[src/rtl/ins_prefetch_if.sv]
// Fetch-unit bundle: instruction-memory request/response, redirect input and
// the instruction-queue head presented to the consumer.
interface ins_prefetch_if;
   logic        mem_req;
   logic [31:0] mem_addr;
   logic        mem_ack;
   logic [31:0] mem_rdata;
   logic        redirect;
   logic [31:0] redirect_pc;
   logic        ins_valid;
   logic [31:0] ins_out;
   logic [31:0] ins_pc;
   logic        ins_ready;

   modport master (
      output mem_req, mem_addr, ins_valid, ins_out, ins_pc,
      input  mem_ack, mem_rdata, redirect, redirect_pc, ins_ready
   );

   modport slave (
      input  mem_req, mem_addr, ins_valid, ins_out, ins_pc,
      output mem_ack, mem_rdata, redirect, redirect_pc, ins_ready
   );
endinterface

[src/rtl/ins_prefetch.sv]
// Instruction prefetcher: single outstanding fetch feeding a DEPTH-entry queue.
// Optional PREFETCH_STATS_EN adds a stall_cnt output counting starved consumer cycles.
module ins_prefetch #(
   parameter int unsigned DEPTH    = 4,
   parameter logic [31:0] RESET_PC = 32'h0000_3000
) (
   input  logic          clk,
   input  logic          rst,
   ins_prefetch_if.master bus
`ifdef PREFETCH_STATS_EN
   ,
   output logic [31:0]   stall_cnt
`endif
);

   localparam int unsigned AW = $clog2(DEPTH);
   localparam logic [AW:0] FULL = (AW+1)'(DEPTH);

   typedef enum logic {RUN, FLUSH} state_t;

   state_t        state, state_next;
   logic [31:0]   fetch_pc, fetch_pc_next;
   logic [31:0]   target, target_next;
   logic [AW:0]   count;
   logic [AW-1:0] rd_ptr, wr_ptr;
   logic [31:0]   q_ins [DEPTH];
   logic [31:0]   q_pc  [DEPTH];
   logic          req, vld, push, pop, flush_q;
   logic [31:0]   redir_tgt;

   assign redir_tgt = bus.redirect_pc & ~32'd3;

   always_ff @(posedge clk) begin
      if (rst) state <= RUN;
      else     state <= state_next;
   end

   always_comb begin
      state_next    = state;
      fetch_pc_next = fetch_pc;
      target_next   = target;
      push          = 1'b0;
      flush_q       = 1'b0;
      req           = 1'b0;
      vld           = 1'b0;
      if (!rst) begin
         vld = (state == RUN) && (count != '0);
         // FLUSH keeps the stale request asserted until memory acknowledges it.
         req = (state == RUN) ? (count < FULL) : 1'b1;
      end
      pop = vld && bus.ins_ready && !bus.redirect;
      case (state)
         RUN: begin
            if (bus.redirect) begin
               flush_q     = 1'b1;
               target_next = redir_tgt;
               if (req && !bus.mem_ack) state_next    = FLUSH;
               else                     fetch_pc_next = redir_tgt;
            end else if (req && bus.mem_ack) begin
               push          = 1'b1;
               fetch_pc_next = fetch_pc + 32'd4;
            end
         end
         FLUSH: begin
            if (bus.redirect) target_next = redir_tgt;
            if (bus.mem_ack) begin
               fetch_pc_next = bus.redirect ? redir_tgt : target;
               state_next    = RUN;
            end
         end
         default: state_next = RUN;
      endcase
   end

   always_ff @(posedge clk) begin
      if (rst) begin
         fetch_pc <= RESET_PC;
         target   <= '0;
         count    <= '0;
         rd_ptr   <= '0;
         wr_ptr   <= '0;
         for (int unsigned i = 0; i < DEPTH; i++) begin
            q_ins[i] <= '0;
            q_pc[i]  <= '0;
         end
      end else begin
         fetch_pc <= fetch_pc_next;
         target   <= target_next;
         if (flush_q) begin
            count  <= '0;
            rd_ptr <= wr_ptr;
         end else begin
            if (push) begin
               q_ins[wr_ptr] <= bus.mem_rdata;
               q_pc[wr_ptr]  <= fetch_pc;
               wr_ptr        <= wr_ptr + 1'b1;
            end
            if (pop) rd_ptr <= rd_ptr + 1'b1;
            if (push && !pop)      count <= count + 1'b1;
            else if (pop && !push) count <= count - 1'b1;
         end
      end
   end

`ifdef PREFETCH_STATS_EN
   always_ff @(posedge clk) begin
      if (rst)                         stall_cnt <= '0;
      else if (bus.ins_ready && !vld)  stall_cnt <= stall_cnt + 32'd1;
   end
`endif

   assign bus.mem_req   = req;
   assign bus.mem_addr  = fetch_pc;
   assign bus.ins_valid = vld;
   assign bus.ins_out   = q_ins[rd_ptr];
   assign bus.ins_pc    = q_pc[rd_ptr];

endmodule
[src/flat_wrapper.sv]
// flat-port wrapper written by rule: the top's interface ports become plain ports
module ins_prefetch_flat 
#(
   parameter int unsigned DEPTH    = 4,
   parameter logic [31:0] RESET_PC = 32'h0000_3000
)
  (clk, rst, bus_mem_req, bus_mem_addr, bus_ins_valid, bus_ins_out, bus_ins_pc, bus_mem_ack, bus_mem_rdata, bus_redirect, bus_redirect_pc, bus_ins_ready);
  ins_prefetch_if bus_i ();
  input  logic clk;
  input  logic rst;
  output wire logic [$bits(bus_i.mem_req)-1:0] bus_mem_req;
  output wire logic [$bits(bus_i.mem_addr)-1:0] bus_mem_addr;
  output wire logic [$bits(bus_i.ins_valid)-1:0] bus_ins_valid;
  output wire logic [$bits(bus_i.ins_out)-1:0] bus_ins_out;
  output wire logic [$bits(bus_i.ins_pc)-1:0] bus_ins_pc;
  input wire logic [$bits(bus_i.mem_ack)-1:0] bus_mem_ack;
  input wire logic [$bits(bus_i.mem_rdata)-1:0] bus_mem_rdata;
  input wire logic [$bits(bus_i.redirect)-1:0] bus_redirect;
  input wire logic [$bits(bus_i.redirect_pc)-1:0] bus_redirect_pc;
  input wire logic [$bits(bus_i.ins_ready)-1:0] bus_ins_ready;
  assign bus_mem_req = bus_i.mem_req;
  assign bus_mem_addr = bus_i.mem_addr;
  assign bus_ins_valid = bus_i.ins_valid;
  assign bus_ins_out = bus_i.ins_out;
  assign bus_ins_pc = bus_i.ins_pc;
  assign bus_i.mem_ack = bus_mem_ack;
  assign bus_i.mem_rdata = bus_mem_rdata;
  assign bus_i.redirect = bus_redirect;
  assign bus_i.redirect_pc = bus_redirect_pc;
  assign bus_i.ins_ready = bus_ins_ready;
  ins_prefetch #(.DEPTH(DEPTH), .RESET_PC(RESET_PC)) u_core (.clk(clk), .rst(rst), .bus(bus_i));
endmodule
[config.mk]
export PLATFORM = sky130hd
export DESIGN_NAME = ins_prefetch_flat
export DESIGN_NICKNAME = d
export VERILOG_FILES = /design/src/rtl/ins_prefetch_if.sv /design/src/rtl/ins_prefetch.sv /design/src/flat_wrapper.sv
export SDC_FILE = /design/constraint.sdc
export NUM_CORES = 1
export LEC_CHECK = 0
export BUFFER_PORTS_ARGS = -buffer_cell sky130_fd_sc_hd__clkbuf_2
export CORE_MARGIN = 4
export CORE_UTILIZATION = 40
export DETAILED_ROUTE_END_ITERATION = 6
export GPL_TIMING_DRIVEN = 0
export HOLD_SLACK_MARGIN = 0.15
export PLACE_DENSITY_LB_ADDON = 0.2
export SYNTH_ARGS = -nofsm -noshare
export SYNTH_HDL_FRONTEND = slang
export SYNTH_SLANG_ARGS = --single-unit
[constraint.sdc]
create_clock -name clk -period 6.5 [get_ports clk]
set_clock_uncertainty 0.1 [all_clocks]
set_input_delay 1.3 -clock clk [delete_from_list [all_inputs] [get_ports clk]]
set_output_delay 1.3 -clock clk [all_outputs]
set_load 0.03 [all_outputs]
# Yosys cells after proc, flatten, opt, wreduce, memory -nomap -nowiden
# Memories as Yosys holds them, arrays and structs flattened. A register that Yosys moved wholly into a read port is not among the register bits.
# Index checks and enable logic that the tools add are counted.
totals:
  n_memories: 2
  input_bits: 69
  reg_bits: 72
  ramBits: 256
  elab_cells: 76
op_classes:
  add_sub_neg: 5
  muxes: 38
  n_eq_ne: 3
  reduce_logical: 19
  order_cmp: 1
  n_bitwise: 2
memory_table:
  columns: ["memory", "words", "width", "rd", "rd_ports_with_merged_regs", "wr", "line", "text"]
  rows:
  - ["u_core.q_ins", 4, 32, 1, 1, 4, "ins_prefetch.sv:26", "logic [31:0] q_ins [DEPTH];"]
  - ["u_core.q_pc", 4, 32, 1, 1, 4, "ins_prefetch.sv:27", "logic [31:0] q_pc [DEPTH];"]
op_table:
  columns: ["cell", "count"]
  rows:
  - ["2-to-1 mux 32 bit", 7]
  - ["one-hot mux 32 bit (2 select lines)", 1]
  - ["OR reduction 32 bit", 2]
  - ["adder 32 x 3 -> 32 bit (second input constant)", 1]
  - ["2-to-1 mux 1 bit", 19]
  - ["2-to-1 mux 2 bit", 8]
  - ["logical AND 1 bit", 7]
  - ["2-to-1 mux 3 bit", 2]
  - ["inequality test 3 bit (second input constant)", 2]
  - ["adder 2 x 1 -> 2 bit (second input constant)", 2]
  - ["logical NOT 1 bit", 4]
  - ["nonzero test 2 bit", 2]
  - ["adder 3 x 1 -> 3 bit (second input constant)", 1]
  - ["< comparator 3 bit (second input constant)", 1]
  - ["AND reduction 3 bit", 1]
  - ["nonzero test 3 bit", 1]
  - ["subtractor 3 x 1 -> 3 bit (second input constant)", 1]
  - ["inequality test 2 bit (second input constant)", 1]
  - ["NOT 1 bit", 2]
  - ["one-hot mux 1 bit (2 select lines)", 1]
  - ["AND reduction 2 bit", 1]
  - ["OR reduction 2 bit", 1]

# Logic depth before layout (Yosys ltp)
logic_depth:
  ltp_word: 13
  depth_mapped: 12
  mapped_depth_nobuf: 10

# Least setup slack after synthesis
# OpenSTA, ideal clock, no wires.
synth_path:
  path_type: "input -> output"
  startpoint: "input rst"
  endpoint: "output bus_mem_req"
  required_time_ns: 5.100
  setup_slack_ns: 2.754
  arrival_ns: 2.346
  path_buffers: 3
  path_stages: 4
  path_cell_list: "clkbuf_1 -> clkbuf_1 -> clkbuf_1 -> a21oi_1"
synth_between:
  elab_chain_len: 1
synth_lines:
  columns: ["element", "line", "text"]
  rows:
  - ["start, declared", "flat_wrapper.sv:10", "input logic rst;"]
  - ["2-to-1 mux 1 bit", "ins_prefetch.sv:46", "if (!rst) begin"]
  - ["end, declared", "flat_wrapper.sv:11", "output wire logic [$bits(bus_i.mem_req)-1:0] bus_mem_req;"]
# Every way passes these cells.

==> results.cfg <==
[power]
p_per_area_nw_per_um2 = 288
leakage_uw = 0.00647
max-vdd-ir-drop_mv = 0.145

[critical_path]
crit_family = buffers and inverters
crit_buf_inv = 3
critical_path.startpoint_type = register
path_cells = clkbuf_1, buf_1, mux4_2, clkbuf_2
arrival_ns = 3.10
slowest_delay_ns = 0.73
critical_path_class = reg -> out
path_max_fanout = 10
crit_path_end_kind = primary output
cp.required_ns = 5.10
slowest_stage = buf_1

[logic_synthesis]
yosys-top-cells-count = edfxtp_1, and2_1, dfxtp_1
synth-seq-cells = 330
ys_seq_area_share_pct = 62.7
synth.distinct_cells = 54
synth_edf_count = 256
yosysTopAreaCellShare_pct = 52.6
avgSynthCellArea_um2 = 13.5
synthCells = 1085
syn_area_um2 = 14600
yosysTopAreaCell = edfxtp_1
synth_nets = 1157
yosys_warnings = 0
synthArstFlopShare_pct = 0
synth.most_common_cell = edfxtp_1
synthTopCellsByArea = edfxtp_1, and2_1, dfxtp_1, mux4_2, mux2i_1
ys.flop_type = edfxtp_1

[drt]
firstDrtPassIters = 5
drc = 0
antenna_left = 0
wl_per_cell_um = 21.6
drt_iter0_drc = 649
via_per_inst = 5.33
vias = 9500
wl_um = 38500

[grt]
first_global_vias = 9845
grt_max_degree = 51
grt.overflow.total = 0
track_usage_pct = 19.5
antenna_found_initial = 0
grt_pass1_wl_um = 59200

[timing]
rsz0062_at_grt = false
fmax_mhz = 222
worstMarginPinSlew_ns = 0.922
drv_slew = 0
tns_ns = 0
setup_ws_ns = 2.00
layout_worst_path_cycle_share_pct = 69.2
hold_violations = 0
finalCriticalPeriod_ns = 4.50
maxSlewHeadroom_pct = 38.6
finalSetupViolations = 0

[clock_network]
cts_made_buffers = 38
clock_path_buffers = 3
cts_tree = done
clk_latency_ns = 0.54
ctsHoldBuffers = 0
cts.reportedPaths.clkPinSlew_ns = 0.06
h-tree-depth = 2
clock-root-buffer = clkbuf_16
ctsResizeCount = 0
clkSinkCount = 330
cts_setup_buffers = 0

[worst_hold_path]
min_path_type = reg -> reg

[status]
status = completed

[finish]
nets = 1364
fill_cells = 3190
antenna_cells = 0
layout-drive-gt1-share_pct = 22.7
seq_area_um2 = 9170
multi_input_area_um2 = 5130
synthToLayoutAreaGrowth_pct = 18.3
utilization_pct = 48.3

[floorplanning]
dieArea_um2 = 39700
coreArea_um2 = 35800
start_util_pct = 40.8
chipWidth_um = 199
chipHeight_um = 199
floorplan.rows = 69
io_pins = 167

[place]
dpl_worst_slack_ns = 1.75
dp_hpwl_um = 26300
port_buffers = 163
place_congestion = 0.932

[flow_run]
cap_viol_max_count = 0
## metal layers
layer / vias to the layer above / part of all wire, % / track usage [%]
met5: - / 0 / 0
met4: 0 / 2.2 / 5.85
met3: 56 / 6.5 / 4.05
met2: 321 / 47 / 31.5
met1: 4669 / 44 / 26.9
li1: 4454 / - / -
## worst paths after layout
kind	depth (start not counted)	from	slack [ns]	to
worst max register to register	8	u_core.count[2]	3.01	u_core.q_ins[1][8]
worst min-delay path	1	u_core.target[0]	0.36	u_core.target[0]
worst min register to register	1	u_core.target[0]	0.36	u_core.target[0]
worst max-delay path	4	register	2.00	bus_ins_pc[11]
## layout by cell type, fill, tap and decap left out, types with 4 or more instances in the layout
cell type	synthesis	final
edfxtp_1	256	256
and2_1	248	248
clkbuf_2	0	163
clkbuf_1	68	75
dfxtp_1	74	74
nor2_1	68	68
mux4_2	64	64
clkbuf_16	0	39
nand2_1	35	35
mux2i_1	33	33
a21oi_1	31	31
o21ai_0	29	29
nor3_1	26	25
nand3_1	13	13
nor4_1	12	12
nand4_1	12	12
buf_1	11	11
inv_1	9	9
o22ai_1	9	9
clkinv_2	0	9
clkinv_1	0	7
a211oi_1	6	6
nor3b_1	5	5
or3_1	5	5
buf_2	4	4
xor2_1	4	4
a21o_1	4	4
or4_1	4	4
o211ai_1	4	4
buf_16	0	4
## logic make-up after synthesis
| kind of cell | after synthesis | synth area share (%) |
|---|---|---|
| adder cells (fa/ha/maj) | 3 | 0.308 |
| buffers and inverters | 92 | 2.39 |
| XOR/XNOR | 5 | 0.299 |
| AND/OR/NAND/NOR | 443 | 17.1 |
| flip-flops | 330 | 62.7 |
| multiplexers | 100 | 12.3 |
| AO/OA/AOI/OAI | 112 | 4.89 |
## metrics by stage
| step | area (µm²) | power [µW] | cells | hold WS (ns) |
|---|---|---|---|---|
| floorplan | 14600 | 2810 | 1085 | 0.329 |
| detailed placement | 16100 | 3030 | 1713 | 0.347 |
| finish | 17300 | 4980 | 1781 | 0.361 |
| CTS | 17300 | 5030 | 1781 | 0.360 |
| global placement | 16000 | 3020 | 1709 | 0.345 |
| global route | 17300 | 5160 | 1781 | 0.383 |
## power by group
part | total [µW] | switching (µW) | internal [µW]
logic | 552 | 371 | 182
clock network | 2000 | 843 | 1150
registers | 2430 | 57.5 | 2370
## state kept, by name (all words and copies together) (netlist names), named ones only
| register | flops |
|---|---|
| u_core.state | 1 |
| u_core.wr_ptr | 2 |
| u_core.count | 3 |
| u_core.q_pc | 128 |
| u_core.q_ins | 128 |
| u_core.target | 32 |
| u_core.rd_ptr | 2 |
| u_core.bus.mem_addr | 32 |
## layout make-up
class	instances	area share, %
tap	461	3.33
clock buffer	47	5.87
sequential	330	53.0
timing repair buffer	167	5.35
multi-input combinational	663	29.6
buffer	83	1.83
clock inverter	21	0.788
inverter	9	0.195
(Power assumes the default switching activity.)
